$ cat config.mk
export PLATFORM = sky130hd
export DESIGN_NAME = pc_redirect_unit
export DESIGN_NICKNAME = d
export VERILOG_FILES = /design/src/rtl/pc_redirect_unit.sv
export SDC_FILE = /design/constraint.sdc
export NUM_CORES = 1
export LEC_CHECK = 0
export ABC_AREA = 1
export CAP_MARGIN = 40
export CORE_AREA = 2 2 132 134
export CTS_BUF_LIST = sky130_fd_sc_hd__clkbuf_2
export DETAILED_ROUTE_END_ITERATION = 12
export DIE_AREA = 0 0 134 136
export GPL_TIMING_DRIVEN = 0
export SYNTH_ARGS = -nofsm -noshare
export SYNTH_HDL_FRONTEND = slang
export SYNTH_SLANG_ARGS = --single-unit
$ cat constraint.sdc
create_clock -name clk -period 4.69 [get_ports clk]
set_input_delay 0.938 -clock clk [delete_from_list [all_inputs] [get_ports clk]]
set_output_delay 0.938 -clock clk [all_outputs]
set_load 0.03 [all_outputs]
$ cat src/rtl/pc_redirect_unit.sv
// Fetch PC owner: resolves EX-stage branches/jumps, redirects the PC and
// holds a flush window over the wrong-path instructions behind a redirect.
module pc_redirect_unit #(
   parameter int                AWIDTH       = 32,
   parameter logic [AWIDTH-1:0] BASEADDR     = 32'h0100_0000,
   parameter int                FLUSH_CYCLES = 2
) (
   input  logic              clk,
   input  logic              reset,
   input  logic              stall_i,
   input  logic              ex_valid_i,
   input  logic [6:0]        opcode_i,
   input  logic [2:0]        funct3_i,
   input  logic              breq_i,
   input  logic              brlt_i,
   input  logic [AWIDTH-1:0] target_i,
   output logic [AWIDTH-1:0] pc_o,
   output logic              flush_o,
   output logic              taken_o,
   output logic              misaligned_o,
   output logic              illegal_o,
   output logic [31:0]       redirect_cnt_o
);

   localparam logic [6:0] OP_BRANCH = 7'b1100011;
   localparam logic [6:0] OP_JAL    = 7'b1101111;
   localparam logic [6:0] OP_JALR   = 7'b1100111;

   typedef enum logic {RUN, FLUSH} state_t;

   state_t            state_reg, state_next;
   logic [2:0]        cnt_reg, cnt_next;
   logic [AWIDTH-1:0] pc_reg, pc_next;
   logic              taken_reg, misaligned_reg, illegal_reg;
   logic [31:0]       redirect_cnt_reg;

   logic              taken, bad_branch, active, redirect, illegal;
   logic [AWIDTH-1:0] eff_target;

   // Branch condition decode; funct3 010/011 are not defined for BRANCH.
   always_comb begin
      taken      = 1'b0;
      bad_branch = 1'b0;
      case (opcode_i)
         OP_BRANCH: begin
            case (funct3_i)
               3'b000:         taken = breq_i;
               3'b001:         taken = ~breq_i;
               3'b100, 3'b110: taken = brlt_i;
               3'b101, 3'b111: taken = ~brlt_i;
               default:        bad_branch = 1'b1;
            endcase
         end
         OP_JAL, OP_JALR: taken = 1'b1;
         default: ;
      endcase
   end

   always_comb begin
      eff_target = target_i;
      if (opcode_i == OP_JALR)
         eff_target[0] = 1'b0;
   end

   // Anything arriving while flushing is wrong-path and is ignored.
   assign active   = ex_valid_i & ~stall_i & (state_reg == RUN);
   assign redirect = active & taken;
   assign illegal  = active & bad_branch;

   always_comb begin
      state_next = state_reg;
      cnt_next   = cnt_reg;
      case (state_reg)
         RUN: begin
            if (redirect) begin
               state_next = FLUSH;
               cnt_next   = 3'(FLUSH_CYCLES - 1);
            end
         end
         FLUSH: begin
            if (!stall_i) begin
               if (cnt_reg == 3'd0)
                  state_next = RUN;
               else
                  cnt_next = cnt_reg - 3'd1;
            end
         end
         default: state_next = RUN;
      endcase
   end

   always_comb begin
      if (redirect)
         pc_next = eff_target;
      else if (stall_i)
         pc_next = pc_reg;
      else
         pc_next = pc_reg + AWIDTH'(4);
   end

   always_ff @(posedge clk or posedge reset) begin
      if (reset) begin
         state_reg        <= RUN;
         cnt_reg          <= 3'd0;
         pc_reg           <= BASEADDR;
         taken_reg        <= 1'b0;
         misaligned_reg   <= 1'b0;
         illegal_reg      <= 1'b0;
         redirect_cnt_reg <= 32'd0;
      end else begin
         state_reg      <= state_next;
         cnt_reg        <= cnt_next;
         pc_reg         <= pc_next;
         misaligned_reg <= redirect & (eff_target[1:0] != 2'b00);
         illegal_reg    <= illegal;
         if (!stall_i)
            taken_reg <= redirect;
         if (redirect)
            redirect_cnt_reg <= redirect_cnt_reg + 32'd1;
      end
   end

   assign pc_o           = pc_reg;
   assign flush_o        = (state_reg == FLUSH);
   assign taken_o        = taken_reg;
   assign misaligned_o   = misaligned_reg;
   assign illegal_o      = illegal_reg;
   assign redirect_cnt_o = redirect_cnt_reg;

endmodule
==> flow_summary.yaml <==
place:
  gp_congestion: 0.940
  io_buffer_count: 115
  hpwl_mm: 11.8
logic_synthesis:
  yosys.area.top_type: "dfrtp_1"
  syn_nets: 827
  ys_top_cells_by_area: "dfrtp_1 (35%), nand2_1 (28%), inv_1 (5.8%)"
  ys.flop_type: "dfrtp_1"
  ys_warn_count: 0
  synth_top_area_share_pct: 35.4
  synthCells: 775
  syn-cell-area_um2: 4940
  async_flop_share_pct: 100
  ys_seq_area_share_pct: 36.0
  synth_edf_count: 0
  synth_common_cells: "nand2_1 (373), inv_1 (76), dfrtp_1 (70)"
  syn_area_per_cell_um2: 6.38
  yosysUniqueCellTypes: 31
  synth_most_common_cell: "nand2_1"
  ys_ff_latch: 71
sta:
  fin_crit_ps: 2840
  setup_viol: 0
  worst_pin_slew_ps: 542
  relSlewSlack_pct: 63.8
  fin_crit_sh_pct: 60.5
  rsz0062_at_grt: "no"
  final.setup.tns_ps: 0
  final_max_slew_viol_count: 0
  fin_worst_skew_ps: 28.0
  finalHoldViolCount: 0
  fmax_ghz: 0.352
setup_path:
  r2r-start: "pc_o[2]$_DFFE_PP0P_"
  worstPathArrival_ps: 1900
  crit_slowest_cell: "clkdlybuf4s50_1"
  worstRegToRegCells: 10
  path_max_fanout: 6
  cp-start-kind: "flop"
  cp.required_ps: 3750
  endpoint_kind: "primary output"
  path_class: "reg -> out"
  crit_buf_inv: 1
  critical-path-max-stage-delay_ps: 700
  r2r_slack_ps: 2890
  critical-path-top-delay-family: "buffers and inverters"
  worstReg2RegEnd: "pc_o[28]$_DFFE_PP0P_"
  worstPathCellList: "clkdlybuf4s50_1"
worst_hold_path:
  hp-start: "cnt_reg[2]$_DFFE_PP0P_"
  hold_end: "cnt_reg[2]$_DFFE_PP0P_"
  hold_depth: 2
  hp-class: "reg -> reg"
route:
  drtAntennaViolNets: 0
  via_count: 5095
  detail_route.wl_per_cell_um: 13.4
  via_per_inst: 4.50
  routed_wl_mm: 15.2
  drt_iter0_markers: 261
  drcViolationCount: 0
  drtPass1Iterations: 5
pwr:
  ir_worst_vdd_mv: 0.156
  powerDensity_nw_per_um2: 282
  power_switching_uw: 745
  clkPwrFrac_pct: 20.0
  seqPwrFrac_pct: 44.4
  p_leak_uw: 0.00304
  swShare_pct: 40.5
  combPwrFrac_pct: 35.6
  internal_power_uw: 1090
cts:
  cts_tree: "done"
  ctsLongestPathBuffers: 2
  clock_tree.root_cell: "clkbuf_2"
  post_cts_buffers: 0
  insertion_delay_ps: 580
  cts_hold_buf: 0
  cts_made_buffers: 9
  cts.clk_slew.worst_paths_ps: 200
  ctsResizeCount: 0
  cts.htree.levels: 3
  clkSinkCount: 71
grt:
  grt_first_pass_wirelength_mm: 24.8
  grt_max_degree: 49
  antenna_found_initial: 0
  grt_overflow: 0
  grt_usage_pct: 17.5
  grt_pass1_vias: 4852
layout:
  regArea_um2: 1780
  fillCellCount: 1784
  multi_input_area_um2: 2750
  area_growth_pct: 32.0
  diodes: 0
  final_util_pct: 38.7
  finalNetCount: 954
  drive_above_1_share_pct: 5.73
floorplanning:
  die_area_um2: 18200
  ioPinCount: 116
  die_x_um: 134
  rows: 48
  core_um2: 16900
  die_h_um: 136
  start_util_pct: 29.3
flow_run:
  max-cap-violations: 0
status:
  outcome: "complete, no violations"
## layout by cell type (no fill, tap or decap), types with 4 or more instances in the layout
| cell type | count |
|---|---|
| nand3b_1 | 25 |
| nor2_2 | 6 |
| ha_1 | 4 |
| nor2_1 | 66 |
| o21ai_0 | 15 |
| nand4_1 | 8 |
| nand2_1 | 373 |
| buf_2 | 8 |
| clkbuf_1 | 6 |
| inv_1 | 75 |
| nor2_4 | 5 |
| clkbuf_2 | 9 |
| o21ai_1 | 6 |
| dfrtp_1 | 70 |
| nand3_1 | 52 |
| xor2_1 | 17 |
| nor3_1 | 14 |
| clkdlybuf4s50_1 | 115 |
## how the worst max path moves through the flow
| stage | from | to | slack, ps | cells past startpoint |
|---|---|---|---|---|
| 2_1_floorplan | reset | cnt_reg[0]$_DFFE_PP0P_ | 1960 | 1 |
| 3_3_place_gp | reset | pc_o[20]$_DFFE_PP0P_ | 530 | 2 |
| 3_5_place_dp | stall_i | misaligned_o$_DFF_PP0_ | 1980 | 7 |
| 4_1_cts | pc_o[24]$_DFFE_PP1P_ | pc_o[24] | 1800 | 1 |
| 5_1_grt | redirect_cnt_o[19]$_DFFE_PP0P_ | redirect_cnt_o[19] | 1760 | 1 |
| 6_report | pc_o[24]$_DFFE_PP1P_ | pc_o[24] | 1850 | 1 |
## through the flow
step | hold slack (ps) | instances | cell area (um^2) | total power [uW] | setup WS (ps)
floorplan | 442 | 775 | 4940 | 1190 | 1960
global placement | 458 | 1115 | 6380 | 1480 | 527
detailed placement | 463 | 1116 | 6410 | 1490 | 1980
CTS | 506 | 1132 | 6530 | 1870 | 1800
global route | 553 | 1132 | 6530 | 1970 | 1760
finish | 502 | 1132 | 6530 | 1840 | 1850
## per-layer routing
metal / vias up / wire length, um / track usage, % / share of wire (%)
li1: 2660 / - / - / -
met1: 2264 / 6790 / 21.7 / 45
met2: 147 / 7170 / 29.6 / 47
met3: 24 / 826 / 4.44 / 5.4
met4: 0 / 369 / 5.91 / 2.4
met5: - / 0 / 0 / 0
## final cells by class
type                    count  area share (%)
plain buffers              19            1.76
clock buffers               9           0.690
clock inverters             7            1.13
inverters                  79            4.60
multi-input cells         606            42.2
flip-flops and latches     71            27.2
well taps                 225            4.31
repair buffers            116            18.1
## power by group through the flow
| stage | clock network, uW | logic, uW | registers, uW |
|---|---|---|---|
| after floorplan | 0 | 239 | 954 |
| after global routing | 415 | 722 | 836 |
| after CTS | 386 | 662 | 818 |
| final | 368 | 655 | 817 |
| after detailed placement | 0 | 659 | 828 |
| after global placement | 0 | 651 | 829 |
## worst min-delay path, stage by stage (launching register included)
cell,delay (ps)
dfrtp_1,390
nand2_1,50
nand2_1,50
## logic make-up (layout without fill, tap and decap cells)
family / count (synthesis) / count (layout) / share of synthesized area (%)
flip-flops: 71 / 71 / 36.0
AO/OA/AOI/OAI: 24 / 24 / 2.61
buffers and inverters: 98 / 230 / 8.35
XOR/XNOR: 20 / 20 / 3.54
adder cells (fa/ha/maj): 4 / 4 / 1.01
AND/OR/NAND/NOR: 558 / 558 / 48.5
Power figures use the tool's default switching activity.
